### src/rtl/dfi_rd_scheduler.sv
`default_nettype none
// dfi_rd_scheduler: DDR5 DFI read sequencer (1:1 ratio, phase 0). It issues the
// two-cycle READ command, schedules rddata_en and checks that the read data returns.
module dfi_rd_scheduler #(
    parameter int TRDDATA_EN = 2,
    parameter int BURST_CYC  = 8,
    parameter int MAX_OUTST  = 4,
    parameter int TIMEOUT    = 64,
    parameter int DEV_W      = 4
) (
    input  logic                           dfi_clk,
    input  logic                           reset_n_i,
    input  logic                           en_i,
    input  logic                           err_clr_i,
    input  logic                           rd_valid_i,
    input  logic [22:0]                    rd_ca_i,
    output logic                           rd_ready_o,
    output logic                           dfi_cs_p0,
    output logic [13:0]                    dfi_address_p0,
    output logic                           dfi_rddata_en_p0,
    input  logic                           dfi_rddata_valid_w0,
    input  logic [2*DEV_W-1:0]             dfi_rddata_w0,
    output logic [2*DEV_W-1:0]             rd_data_o,
    output logic                           rd_data_vld_o,
    output logic                           rd_done_o,
    output logic [$clog2(MAX_OUTST+1)-1:0] outst_o,
    output logic                           err_unexp_o,
    output logic                           err_timeout_o
);

    localparam int OW = $clog2(MAX_OUTST + 1);
    localparam int BW = $clog2(BURST_CYC + 1);
    localparam int TW = $clog2(TIMEOUT + 1);
    localparam logic [OW-1:0] MAX_O   = OW'(MAX_OUTST);
    localparam logic [BW-1:0] BURST_C = BW'(BURST_CYC);
    localparam logic [TW-1:0] TMO_C   = TW'(TIMEOUT);

    typedef enum logic [1:0] {
        IDLE = 2'd0,
        CMD1 = 2'd1,
        CMD2 = 2'd2
    } state_t;

    state_t                  state;
    state_t                  state_nxt;
    logic                    live;
    logic [22:0]             ca;
    logic [BW-1:0]           space;
    logic [TRDDATA_EN-1:0]   issue_sr;
    logic [BW-1:0]           burst_cnt;
    logic [BW-1:0]           beat;
    logic [OW-1:0]           outst;
    logic [TW-1:0]           tmo_cnt;
    logic                    handshake;
    logic                    inc;
    logic                    expect_beat;
    logic                    last_beat;
    logic                    set_timeout;
    logic                    set_unexp;

    // live keeps ready low while reset is asserted and for the first cycle after release
    assign rd_ready_o  = live && (state == IDLE) && en_i && (space == '0) && (outst < MAX_O);
    assign handshake   = rd_valid_i && rd_ready_o;
    assign inc         = (state == CMD1);
    assign expect_beat = dfi_rddata_valid_w0 && (outst != '0);
    assign last_beat   = expect_beat && (beat == BURST_C - BW'(1));
    assign set_unexp   = dfi_rddata_valid_w0 && (outst == '0);
    assign set_timeout = !dfi_rddata_valid_w0 && (outst != '0) && (tmo_cnt == TMO_C - TW'(1));

    assign dfi_rddata_en_p0 = (burst_cnt != '0);
    assign outst_o          = outst;

    always_comb begin
        state_nxt      = state;
        dfi_cs_p0      = 1'b1;
        dfi_address_p0 = '0;
        case (state)
            IDLE: if (handshake) state_nxt = CMD1;
            CMD1: begin
                dfi_cs_p0      = 1'b0;
                dfi_address_p0 = {ca[8:0], 5'b11101};
                state_nxt      = CMD2;
            end
            CMD2: begin
                dfi_address_p0 = ca[22:9];
                state_nxt      = IDLE;
            end
            default: state_nxt = IDLE;
        endcase
    end

    always_ff @(posedge dfi_clk or negedge reset_n_i) begin
        if (!reset_n_i) begin
            state         <= IDLE;
            live          <= 1'b0;
            ca            <= '0;
            space         <= '0;
            issue_sr      <= '0;
            burst_cnt     <= '0;
            beat          <= '0;
            outst         <= '0;
            tmo_cnt       <= '0;
            rd_data_o     <= '0;
            rd_data_vld_o <= 1'b0;
            rd_done_o     <= 1'b0;
            err_unexp_o   <= 1'b0;
            err_timeout_o <= 1'b0;
        end else begin
            state <= state_nxt;
            live  <= 1'b1;
            if (handshake) ca <= rd_ca_i;

            if (handshake)          space <= BURST_C - BW'(1);
            else if (space != '0)   space <= space - BW'(1);

            // The tap fires one cycle early so the registered counter lines up with T+TRDDATA_EN
            issue_sr <= (issue_sr << 1) | TRDDATA_EN'(handshake);
            if (issue_sr[TRDDATA_EN-1]) burst_cnt <= BURST_C;
            else if (burst_cnt != '0)   burst_cnt <= burst_cnt - BW'(1);

            if (last_beat)        beat <= '0;
            else if (expect_beat) beat <= beat + BW'(1);

            case ({inc, last_beat})
                2'b10:   outst <= outst + OW'(1);
                2'b01:   outst <= outst - OW'(1);
                default: outst <= outst;
            endcase

            if (dfi_rddata_valid_w0 || (outst == '0)) tmo_cnt <= '0;
            else if (tmo_cnt != TMO_C)                tmo_cnt <= tmo_cnt + TW'(1);

            rd_data_o     <= dfi_rddata_w0;
            rd_data_vld_o <= expect_beat;
            rd_done_o     <= last_beat;

            err_unexp_o   <= set_unexp   || (err_unexp_o   && !err_clr_i);
            err_timeout_o <= set_timeout || (err_timeout_o && !err_clr_i);
        end
    end

endmodule
`default_nettype wire
### config.mk
export PLATFORM = sky130hd
export DESIGN_NAME = dfi_rd_scheduler
export DESIGN_NICKNAME = d
export VERILOG_FILES = /design/src/rtl/dfi_rd_scheduler.sv
export SDC_FILE = /design/constraint.sdc
export NUM_CORES = 1
export LEC_CHECK = 0
export BUFFER_PORTS_ARGS = -buffer_cell sky130_fd_sc_hd__buf_2
export CELL_PAD_IN_SITES_DETAIL_PLACEMENT = 0
export CELL_PAD_IN_SITES_GLOBAL_PLACEMENT = 2
export CORE_MARGIN = 2
export CORE_UTILIZATION = 31
export DETAILED_ROUTE_END_ITERATION = 16
export GPL_TIMING_DRIVEN = 0
export HOLD_SLACK_MARGIN = 0.08
export MAX_ROUTING_LAYER = met4
export PLACE_DENSITY = 0.83
export SYNTH_ARGS = -nofsm -noshare
export SYNTH_HDL_FRONTEND = slang
export SYNTH_SLANG_ARGS = --single-unit
### constraint.sdc
create_clock -name dfi_clk -period 2 [get_ports dfi_clk]
set_clock_uncertainty 0.05 [all_clocks]
set_input_delay 0.4 -clock dfi_clk [delete_from_list [all_inputs] [get_ports dfi_clk]]
set_output_delay 0.4 -clock dfi_clk [all_outputs]
set_load 0.1 [all_outputs]
==> summary.md, run 1 <==
| Metric | Value |
|---|---|
| Worst Hold Class | input pin to asynchronous set/reset pin |
| Htree depth | 3 |
| Dpl cells | between 400 and 500 |
| Count leader, synth | dfrtp_1 |
| Die height | a little under 100 um |
| Post-route ant nets | 0 |
| Initial antenna violation count | 0 |
| Die area | approximately 9700 um^2 |
| Critical Path AT | 1660 ps |
| Fin. Hold Viols | 0 |
| Failing checks | negative setup slack |
| PnR worst setup slack | -108 ps |
| Clk root buf | clkbuf_8 |
| Vias | approximately 2000 |
| Number of max-cap violations | 0 |
| First-pass GRT wire length | between 10000 and 15000 um |
| Drt pass-1 iters | 4 |
| IO Port Bufs | 68 |
| I/O pin cnt | between 60 and 70 |
| Ant diodes | 0 |
| Final setup vio count | 16 |
| Total core area | 8720 um^2 |
| CP Class | flip-flop to output pin |
| Layout cell share with drive strength beyond 1 | around 57% |
| Bufs on Longest Clock Path | 2 |
| Fillers | ~780 |
| Die width | roughly 99 um |
| Final Wtd Congestion | 0.745 |
| Vias in the first global route | 2173 |
| P_leak | a little under 0.002 uW |
| CTS tree | done |
| CP Capture Type | output pin |
| Cell count after synthesis | 228 |
| Post-synth top area share | roughly 56% |
| Tcrit/Tclk final | 105% |
| Cell Area, Synth | 2780 um^2 |
| Multi-input logic area | 1370 um^2 |
| Final Instance Count excl. Fillers | about 440 |
| Number of vias per cell | between 4 and 5 |
| Largest net degree at the start of global routing | 63 |
| Final WL | about 6100 um |
| Avg Inst Size Synth | 12.2 um^2 |
| Initial drt markers | 80 |
| Final net count | ~380 |
| Gr ovfl total | 0 |
| Row cnt | 34 |
| Clk slew on worst S/H paths | 70 ps |
| Synthesized net count | roughly 280 |
| Worst-Skew Late Latency | between 300 and 400 ps |
| Outcome | complete, but fails checks |
| Initial Util | between 30% and 40% |
| Top post-synthesis cells by area | dfrtp_1 (56%), mux2_2 (11%), ha_1 (5.4%) |
| YS warnings | 0 |
| FFs w/ async S/R, synth | 100% |
| Worst slew pin tran | 798 ps |
| TritonCTS Sinks | 62 |
| Avg WL per Cell | around 14 um |
| RSZ-0062 raised after global routing | yes |
| Flip-flop and latch count after synthesis | just over 60 |
| Pins Over Slew Limit | 0 |
| Final min period | about 2100 ps |
| Max_slew headroom | between 40% and 50% |
| Hold Slack | just over 100 ps |
| Critical path peak fanout | 5 |
| Fmax | approximately 470 MHz |
| Pwr/cell area | ~1700 nW/um^2 |
| Synth unique cells | 38 |
| Post-synth EDFFs | 0 |
| Worst setup SP type | flip-flop |
| Synth Flop Type | dfrtp_1 |
| Register area | between 1500 and 2000 um^2 |
| Num CTS Buffers | 9 |
| Top cell type by total area after synthesis | dfrtp_1 |
| Tot GR Track Use | between 10% and 20% |
| CP required | approximately 1600 ps |
| Worst VDD drop | between 0.0007 and 0.0008 V |
| Post-synth top cells | dfrtp_1 (62), mux2_2 (27), inv_1 (17) |
| Number of remaining DRC errors | 0 |
| Seq/Total Area, Yosys | 55.9% |
| Synthesis-to-layout area growth | 51.8% |
| Post-DP HPWL | a little over 4000 um |
[metrics by stage]
stage                     worst slack [ps]  total power (uW)  area (um^2)  utilization, %  TNS [ps]
after floorplan                       -265              4350         2940               -      -490
after global placement                -315              4820         3410            39.1     -2940
after detailed placement              -374              4880         3410            39.2     -3310
after CTS                             -139              6830         4120            47.3     -1500
after global routing                  -205              7400         4220            48.3     -2330
final                                 -108              7010         4220            48.3     -1030
[final cells by class]
type                       instances  area share, %
inverter                          17           1.60
multi-input combinational        141           32.4
clock inverter                     6           1.45
clock buffer                      10           3.03
timing repair buffer              91           18.8
tap                              108           3.21
buffer                             6           2.40
sequential                        62           37.1
[final timing paths]
| check | cells past startpoint | startpoint | slack [ps] | to |
|---|---|---|---|---|
| setup / recovery | 6 | state[0]$_DFFE_PN0P_ | -110 | dfi_address_p0[7] |
| hold / removal | 1 | reset_n_i | 100 | ca[19]$_DFFE_PN0P_ |
| setup reg to reg | 9 | beat[1]$_DFFE_PN0P_ | -30 | outst_o[2]$_DFFE_PN0P_ |
| hold reg to reg | 0 | issue_sr[0]$_DFF_PN0_ | 300 | issue_sr[1]$_DFF_PN0_ |
| max in group asynchronous | 1 | reset_n_i | 1190 | outst_o[2]$_DFFE_PN0P_ |
| min in group dfi_clk | 1 | dfi_rddata_w0[1] | 120 | rd_data_o[1]$_DFF_PN0_ |
[placed cells by master, fill, tap and decap left out, types with 9 or more instances in the layout]
master	instances
inv_1	10
clkbuf_8	9
buf_12	17
mux2_2	27
a21oi_1	9
buf_2	50
dfrtp_1	59
nor2b_4	13
buf_4	19
[cells by family (layout without fill, tap and decap cells)]
family | after synthesis | count (layout) | share of synthesized area, %
multiplexers | 27 | 27 | 10.9
flip-flops | 62 | 62 | 55.9
XOR/XNOR | 9 | 9 | 2.84
buffers and inverters | 25 | 130 | 3.96
AO/OA/AOI/OAI | 37 | 37 | 8.15
AND/OR/NAND/NOR | 54 | 54 | 12.0
adder cells (fa/ha/maj) | 13 | 13 | 6.13
other | 1 | 1 | 0.135
[flip-flops by register name, indices dropped and copies added (netlist names)]
signal,count
issue_sr,2
rd_data_o,8
rd_done_o,1
rd_data_vld_o,1
outst_o,3
space,4
burst_cnt,4
err_unexp_o,1
ca,23
beat,4
state,2
tmo_cnt,7
err_timeout_o,1
live,1
[repair_timing]
action                     in CTS  in global routing
pin swaps                       9                  7
hold buffers                    0                  0
buffers inserted               15                  5
resized for setup              96                 12
setup endpoints to repair      19                 24
gates cloned                    1                  2
[where the power goes]
group          leakage, uW  total (uW)  internal (uW)  switching, uW
clock            0.0000964        1070            574            497
combinational      0.00107        3980           1810           2170
sequential        0.000794        1960           1650            307
[worst max-delay path: stages (launching register included)]
cell and delay, ps:
dfrtp_1 410, buf_6 130, ha_4 180, clkbuf_16 160, a22oi_2 200, nor2b_4 70, buf_12 170
[routing by layer]
metal	GRT usage (%)	up-vias	routed length, um
li1	-	982	-
met4	4.95	0	62
met3	4.82	7	311
met5	-	-	0
met2	21.4	39	3090
met1	16.3	1014	2650
No activity file was read; power rests on OpenSTA's default activity.
==> inputs of run 2 (changes only) <==
--- a/config.mk
+++ b/config.mk
@@ -5,11 +5,12 @@
 export SDC_FILE = /design/constraint.sdc
 export NUM_CORES = 1
 export LEC_CHECK = 0
+export ABC_AREA = 1
 export BUFFER_PORTS_ARGS = -buffer_cell sky130_fd_sc_hd__buf_2
 export CELL_PAD_IN_SITES_DETAIL_PLACEMENT = 0
 export CELL_PAD_IN_SITES_GLOBAL_PLACEMENT = 2
 export CORE_MARGIN = 2
-export CORE_UTILIZATION = 31
+export CORE_UTILIZATION = 28
 export DETAILED_ROUTE_END_ITERATION = 16
 export GPL_TIMING_DRIVEN = 0
 export HOLD_SLACK_MARGIN = 0.08
==> run 2 against run 1 <==
- the run still ends with negative setup slack left
- global-route usage grew 0.29 points
- final area is 1.0% higher
- routed wire length up 12%
- fmax fell by 1.3%
- synthesized cell count increased by 38%
- flip-flop and latch count did not move
- area after synthesis shrank 0.41%
- combinational power is 2% higher
- worst hold slack improved by 2.2 ps
- critical endpoint is now dfi_address_p0[8]
==> summary.md, run 2 <==
| Metric | Value |
|---|---|
| Final min period | 2140 ps (was 2110 ps) |
| Post-synth top area share | 56.1% (was 55.9%) |
| Top cell type by total area after synthesis | dfrtp_1 (unchanged) |
| Fin area | 4260 um^2 (was 4220 um^2) |
| Dpl ws | -198 ps (was -374 ps) |
| Largest family of logic cells by synthesized area | simple AND/OR/NAND/NOR gates (unchanged) |
| Row cnt | 36 (was 34) |
| CP max-delay cell | dfrtp_1 (unchanged) |
| Critical Path AT | 1690 ps (was 1660 ps) |
| Synthesized net count | 364 (was 278) |
| Worst slew pin tran | 802 ps (was 798 ps) |
| Register share of total power | 28.9% (was 28.0%) |
| I/O pin cnt | 69 (unchanged) |
| IO Port Bufs | 68 (unchanged) |
| Clock Power Share | 13.6% (was 15.3%) |
| PnR worst setup slack | -136 ps (was -108 ps) |
| Pins Over Slew Limit | 0 (unchanged) |
| Worst setup path endpoint | dfi_address_p0[8] (was dfi_address_p0[7]) |
| Final Wtd Congestion | 0.779 (was 0.745) |
| Synth Flop Type | dfrtp_1 (unchanged) |
| Mux contribution to synthesized area | 0% (was 10.9%) |
| CTS tree | done (unchanged) |
| Number of vias per cell | 4.24 (was 4.63) |
| Outcome | complete, but fails checks (unchanged) |
| Top Registers | ca (23), rd_data_o (8), tmo_cnt (7) (unchanged) |
| Layout cell share with drive strength beyond 1 | 38.8% (was 57.1%) |
| Failing checks | negative setup slack (unchanged) |
| Leading cell type in the layout, fill and taps excluded | nand2_1 (was dfrtp_1) |
| Max reg flops | 23 (unchanged) |
| Cell Area, Synth | 2770 um^2 (was 2780 um^2) |
| Fmax | 468 MHz (was 474 MHz) |
| Vias in the first global route | 2280 (was 2173) |
| Post-synth EDFFs | 0 (unchanged) |
| FFs w/ async S/R, synth | 100% (unchanged) |
| Synthesis-to-layout area growth | 54.0% (was 51.8%) |
| Synth Area in Simple Gates | 23.9% (was 12.0%) |
| Synth Area in Adders | 6.15% (was 6.13%) |
| Htree depth | 3 (unchanged) |
| Top post-synthesis cells by area | dfrtp_1 (56%), nand2_1 (17%), ha_1 (5.4%) (was dfrtp_1 (56%), mux2_2 (11%), ha_1 (5.4%)) |
| Die area | 10700 um^2 (was 9730 um^2) |
| Final setup vio count | 15 (was 16) |
| Clk root buf | clkbuf_8 (unchanged) |
| Vias | 2355 (was 2042) |
| Sw frac | 47.2% (was 42.4%) |
| Total core area | 9680 um^2 (was 8720 um^2) |
| Initial drt markers | 89 (was 80) |
| Post-route ant nets | 0 (unchanged) |
| Tcrit/Tclk final | 107% (was 105%) |
| Flip-flop and latch count after synthesis | 62 (unchanged) |
| Post-DP HPWL | 4380 um (was 4030 um) |
| Pint | 3720 uW (was 4040 uW) |
| Synth unique cells | 25 (was 38) |
| CP Cell Sequence | inv_2 -> ha_4 -> inv_8 -> clkbuf_16 -> a21oi_4 -> buf_12 (was buf_6 -> ha_4 -> clkbuf_16 -> a22oi_2 -> nor2b_4 -> buf_12) |
| Post-Synth XOR/XNOR Area | 2.22% (was 2.84%) |
| Max_slew headroom | 46.5% (was 46.8%) |
| Count leader, synth | nand2_1 (was dfrtp_1) |
| CP required | 1550 ps (about the same) |
| Largest register by flop count | ca (unchanged) |
| CP Class | flip-flop to output pin (unchanged) |
| Drt pass-1 iters | 4 (unchanged) |
| Largest net degree at the start of global routing | 63 (unchanged) |
| Gr ovfl total | 0 (unchanged) |
| TritonCTS Sinks | 62 (unchanged) |
| R2R setup slack | -90 ps (was -30 ps) |
| Synth Area in Compound Gates | 5.88% (was 8.15%) |
| Die height | 103 um (was 98.7 um) |
| Avg WL per Cell | 12.3 um (was 13.9 um) |
| Post-DP Area | 3480 um^2 (was 3410 um^2) |
| Sw Pwr | 3320 uW (was 2970 uW) |
| Die width | 103 um (was 98.7 um) |
| First-pass GRT wire length | 11000 um (was 10200 um) |
| Pwr/cell area | 1650 nW/um^2 (was 1660 nW/um^2) |
| Num CTS Buffers | 9 (unchanged) |
| Final net count | 468 (was 378) |
| Seq/Total Area, Yosys | 56.1% (was 55.9%) |
| Worst setup SP type | flip-flop (unchanged) |
| Commonest cells after routing, fill and taps aside | nand2_1 (110), dfrtp_1 (59), buf_2 (52) (was dfrtp_1 (59), buf_2 (50), mux2_2 (27)) |
| Avg Inst Size Synth | 8.81 um^2 (was 12.2 um^2) |
| Worst VDD drop | 0.000628 V (was 0.000726 V) |
| Tot GR Track Use | 13.9% (was 13.6%) |
| Initial Util | 28.6% (was 31.9%) |
| Number of remaining DRC errors | 0 (unchanged) |
| CP Capture Type | output pin (unchanged) |
| Initial antenna violation count | 0 (unchanged) |
| Worst-Skew Late Latency | 330 ps (about the same) |
| Fin. Hold Viols | 0 (unchanged) |
| Number of max-cap violations | 0 (unchanged) |
| Bufs on Longest Clock Path | 2 (unchanged) |
| Clk slew on worst S/H paths | 70 ps (about the same) |
| YS warnings | 0 (unchanged) |
| Ant diodes | 0 (unchanged) |
| Cell count after synthesis | 314 (was 228) |
| Worst r2r path cells | 11 (was 9) |
| Final WL | 6850 um (was 6110 um) |
| R2R Path Start | state[0]$_DFFE_PN0P_ (was beat[1]$_DFFE_PN0P_) |
| Critical path peak fanout | 5 (unchanged) |
| Combinational share of power | 57.4% (was 56.7%) |
| Worst Hold Class | input pin to asynchronous set/reset pin (unchanged) |
| Post-synth top cells | nand2_1 (126), dfrtp_1 (62), inv_1 (27) (was dfrtp_1 (62), mux2_2 (27), inv_1 (17)) |
| P_leak | 0.00211 uW (was 0.00196 uW) |
| CP startpoint | state[0]$_DFFE_PN0P_ (unchanged) |
| CP peak stage delay | 410 ps (about the same) |
| RR Endpoint | outst_o[2]$_DFFE_PN0P_ (unchanged) |
| RSZ-0062 raised after global routing | yes (unchanged) |
## run 2: final cells by class
cell class / instances / area, um^2
Fill cell: 907 / 5430
Sequential cell: 62 / 1560
Multi-Input combinational cell: 216 / 1340
Timing Repair Buffer: 94 / 817
Tap cell: 133 / 166
Clock buffer: 12 / 145
Inverter: 29 / 130
Buffer: 6 / 82.6
Clock inverter: 4 / 22.5
## run 2: kinds of logic after synthesis
group	after synthesis
other	1
xor gates and xnor gates	7
buffers and inverters	36
DFF	62
adders and majority gates	13
AOI/OAI and AO/OA	31
and+or+nand+nor	164
## run 2: per-layer routing
layer / global-route usage (%) / vias to the layer above / wire length (um)
met4: 3.95 / 0 / 76
met5: - / - / 0
met2: 22.3 / 54 / 3370
met1: 17.0 / 1106 / 3110
met3: 4.37 / 6 / 292
li1: - / 1189 / -
## run 2: timing repair
action                     4_1_cts  5_1_grt
pin swaps                        9       11
hold buffers                     0        0
buffers inserted                17        7
setup endpoints to repair       19       18
resized for setup               96       13
cloned                           1        1
## run 2: worst min path at each step
| stage | endpoint | slack [ps] | cells past startpoint |
|---|---|---|---|
| 2_1_floorplan | beat[0]$_DFFE_PN0P_ | 50 | 0 |
| 3_3_place_gp | issue_sr[1]$_DFF_PN0_ | 280 | 0 |
| 3_5_place_dp | issue_sr[1]$_DFF_PN0_ | 280 | 0 |
| 4_1_cts | rd_data_o[2]$_DFF_PN0_ | 100 | 1 |
| 5_1_grt | rd_data_o[2]$_DFF_PN0_ | 80 | 1 |
| 6_report | rd_data_o[6]$_DFF_PN0_ | 100 | 1 |
## run 2: power by group through the flow
stage | sequential, uW | clock (uW) | combinational (uW)
finish | 2040 | 959 | 4040
global route | 2100 | 1060 | 4330
CTS | 2010 | 1000 | 3840
detailed placement | 2010 | 0 | 3010
global placement | 2010 | 0 | 2980
floorplan | 2360 | 0 | 2140
## run 2: worst max-delay path: cells and delay by family (launching register included)
kind	cells	cell delay, ps
buffers and inverters	4	480
adders and majority gates	1	300
DFF	1	410
AOI/OAI and AO/OA	1	160
## run 2: metrics by stage
step                hold slack [ps]  total power, uW  setup TNS (ps)  utilization, %  instances
floorplan                      54.4             4500           -3340               -        314
global placement                282             4990           -2330            36.0        515
detailed placement              285             5020           -2240            36.0        515
CTS                            97.2             6860           -1880            42.9        548
global route                   81.9             7490           -2760            44.0        556
finish                          105             7040           -1520            44.0        556
==> inputs of run 3 (changes only) <==
--- a/config.mk
+++ b/config.mk
@@ -7,15 +7,17 @@
 export LEC_CHECK = 0
 export ABC_AREA = 1
 export BUFFER_PORTS_ARGS = -buffer_cell sky130_fd_sc_hd__buf_2
+export CAP_MARGIN = 10
 export CELL_PAD_IN_SITES_DETAIL_PLACEMENT = 0
 export CELL_PAD_IN_SITES_GLOBAL_PLACEMENT = 2
 export CORE_MARGIN = 2
-export CORE_UTILIZATION = 28
+export CORE_UTILIZATION = 29
+export CTS_BUF_LIST = sky130_fd_sc_hd__clkbuf_8
 export DETAILED_ROUTE_END_ITERATION = 16
 export GPL_TIMING_DRIVEN = 0
 export HOLD_SLACK_MARGIN = 0.08
 export MAX_ROUTING_LAYER = met4
-export PLACE_DENSITY = 0.83
+export PLACE_DENSITY = 0.85
 export SYNTH_ARGS = -nofsm -noshare
 export SYNTH_HDL_FRONTEND = slang
 export SYNTH_SLANG_ARGS = --single-unit
==> run 3 against run 2 <==
- the run still ends with negative setup slack left
- setup slack lost 16 ps
- routed wire length shrank 3.2%
- final area rose by 2.1%
- utilization increased by 3.1 points
- worst hold slack got worse by 27 ps
- die area shrank 3.3%
- count of clock-buffer cells in the layout decreased by 2
- non-clock buffer count fell by 3
- cell count decreased by 1.3%
- sequential share of layout area down 0.73 points
- sequential power barely moved
- via count unchanged
- highest routed layer unchanged
==> summary.md, run 3 (same netlist as run 2, synthesis figures left out) <==
| Metric | Value |
|---|---|
| Outcome | complete, but fails checks (unchanged) |
| Failing checks | negative setup slack (unchanged) |
| Number of vias per cell | 4.29 (was 4.24) |
| Critical path peak fanout | 5 (unchanged) |
| R2R Path Start | state[1]$_DFFE_PN0P_ (was state[0]$_DFFE_PN0P_) |
| Fin. Hold Viols | 0 (unchanged) |
| Row cnt | 35 (was 36) |
| Avg WL per Cell | 12.1 um (was 12.3 um) |
| Post-route ant nets | 0 (unchanged) |
| Worst VDD drop | 0.000648 V (was 0.000628 V) |
| Die height | 102 um (was 103 um) |
| Pint | 4070 uW (was 3720 uW) |
| RSZ-0062 raised after global routing | yes (unchanged) |
| Combinational share of power | 56.1% (was 57.4%) |
| Pwr/cell area | 1710 nW/um^2 (was 1650 nW/um^2) |
| Ant diodes | 0 (unchanged) |
| Layout cell share with drive strength beyond 1 | 39.5% (was 38.8%) |
| Post-DP HPWL | 4330 um (was 4380 um) |
| Final setup vio count | 15 (unchanged) |
| Vias | 2355 (unchanged) |
| Metal3 WL | 359 um (was 292 um) |
| Leading cell type in the layout, fill and taps excluded | nand2_1 (unchanged) |
| Post-Route M1 WL | 2930 um (was 3110 um) |
| Total core area | 9240 um^2 (was 9680 um^2) |
| Worst Hold Class | input pin to asynchronous set/reset pin (unchanged) |
| First-pass GRT wire length | 11400 um (was 11000 um) |
| Tot GR Track Use | 14.5% (was 13.9%) |
| Highest metal used | met4 (unchanged) |
| Clk root buf | clkbuf_8 (unchanged) |
| P_leak | 0.00213 uW (was 0.00211 uW) |
| Initial drt markers | 42 (was 89) |
| Bufs on Longest Clock Path | 2 (unchanged) |
| Sw Pwr | 3370 uW (was 3320 uW) |
| Htree depth | 3 (unchanged) |
| Hold buffer count at CTS | 0 (unchanged) |
| Max_slew headroom | 47.8% (was 46.5%) |
| Dpl ws | -202 ps (was -198 ps) |
| Top Registers | ca (23), rd_data_o (8), tmo_cnt (7) (unchanged) |
| Register share of total power | 27.4% (was 28.9%) |
| Max reg flops | 23 (unchanged) |
| Number of max-cap violations | 0 (unchanged) |
| Largest register by flop count | ca (unchanged) |
| Die area | 10300 um^2 (was 10700 um^2) |
| Initial Util | 29.9% (was 28.6%) |
| Worst-Skew Late Latency | 340 ps (was 330 ps) |
| CTS tree | done (unchanged) |
| PnR worst setup slack | -153 ps (was -136 ps) |
| Drt pass-1 iters | 4 (unchanged) |
| CP Capture Type | output pin (unchanged) |
| CP required | 1550 ps (about the same) |
| Final Wtd Congestion | 0.757 (was 0.779) |
| Vias in the first global route | 2411 (was 2280) |
| Final min period | 2150 ps (was 2140 ps) |
| Routed wl met2 | 3240 um (was 3370 um) |
| CP startpoint | state[0]$_DFFE_PN0P_ (unchanged) |
| Num CTS Buffers | 9 (unchanged) |
| Largest net degree at the start of global routing | 63 (unchanged) |
| Gr ovfl total | 0 (unchanged) |
| Critical Path AT | 1700 ps (was 1690 ps) |
| Tot Pwr | 7440 uW (was 7040 uW) |
| Fmax | 465 MHz (was 468 MHz) |
| IO Port Bufs | 68 (unchanged) |
| Final WL | 6630 um (was 6850 um) |
| Worst setup SP type | flip-flop (unchanged) |
| CP Class | flip-flop to output pin (unchanged) |
| Clock Power Share | 16.5% (was 13.6%) |
| Die width | 102 um (was 103 um) |
| I/O pin cnt | 69 (unchanged) |
| Sw frac | 45.2% (was 47.2%) |
| Number of remaining DRC errors | 0 (unchanged) |
| Pins Over Slew Limit | 0 (unchanged) |
| Initial antenna violation count | 0 (unchanged) |
| TritonCTS Sinks | 62 (unchanged) |
| Commonest cells after routing, fill and taps aside | nand2_1 (110), dfrtp_1 (58), buf_2 (52) (was nand2_1 (110), dfrtp_1 (59), buf_2 (52)) |
| Tcrit/Tclk final | 108% (was 107%) |
| Clk slew on worst S/H paths | 70 ps (about the same) |
| Worst slew pin tran | 783 ps (was 802 ps) |
| Synthesis-to-layout area growth | 57.2% (was 54.0%) |
| Final net count | 465 (was 468) |
==> run 3: through the flow <==
stage	setup TNS, ps	area [um^2]	util (%)	std cells	hold slack (ps)
floorplan	-3340	2980	-	314	54.4
global placement	-2240	3480	37.6	511	283
detailed placement	-2250	3480	37.7	511	286
CTS	-2150	4160	45.1	537	89.8
global route	-3090	4350	47.1	549	91.0
finish	-1750	4350	47.1	549	77.6
==> run 3: routing by layer <==
layer	GRT usage, %	vias up
met5	-	-
met4	4.68	0
met3	4.14	12
met2	22.6	53
met1	18.2	1112
li1	-	1178
==> run 3: final timing paths <==
| check | to | slack (ps) | depth (start not counted) |
|---|---|---|---|
| setup / recovery | dfi_address_p0[5] | -150 | 6 |
| hold / removal | ca[10]$_DFFE_PN0P_ | 80 | 1 |
| setup reg to reg | outst_o[2]$_DFFE_PN0P_ | 50 | 10 |
| hold reg to reg | issue_sr[1]$_DFF_PN0_ | 290 | 0 |
| max in group asynchronous | outst_o[2]$_DFFE_PN0P_ | 1250 | 1 |
| min in group dfi_clk | rd_data_o[3]$_DFF_PN0_ | 110 | 1 |
==> run 3: layout make-up <==
| class | count | area, um^2 |
|---|---|---|
| Buffer | 6 | 82.6 |
| Sequential cell | 62 | 1560 |
| Clock inverter | 6 | 85.1 |
| Timing Repair Buffer | 91 | 832 |
| Clock buffer | 10 | 138 |
| Inverter | 29 | 135 |
| Fill cell | 903 | 4890 |
| Tap cell | 129 | 161 |
| Multi-Input combinational cell | 216 | 1360 |
==> run 3: timing repair <==
item	4_1_cts	5_1_grt
gates resized for setup	93	25
pin swaps	10	15
gates cloned	1	1
setup endpoints to repair	19	18
setup buffers	10	11
==> run 3: critical path: stages, from the launching register on <==
cell       delay, ps
dfrtp_2          460
inv_4            100
ha_4             180
clkbuf_16        150
nand2_1           90
a21oi_4          190
buf_12           190
==> run 3: power by group through the flow <==
stage	sequential [uW]	combinational (uW)	clock (uW)
after floorplan	2360	2140	0
after global placement	2000	2970	0
after detailed placement	2010	3000	0
after CTS	2020	3790	1270
after global routing	2100	4490	1320
final	2040	4170	1230
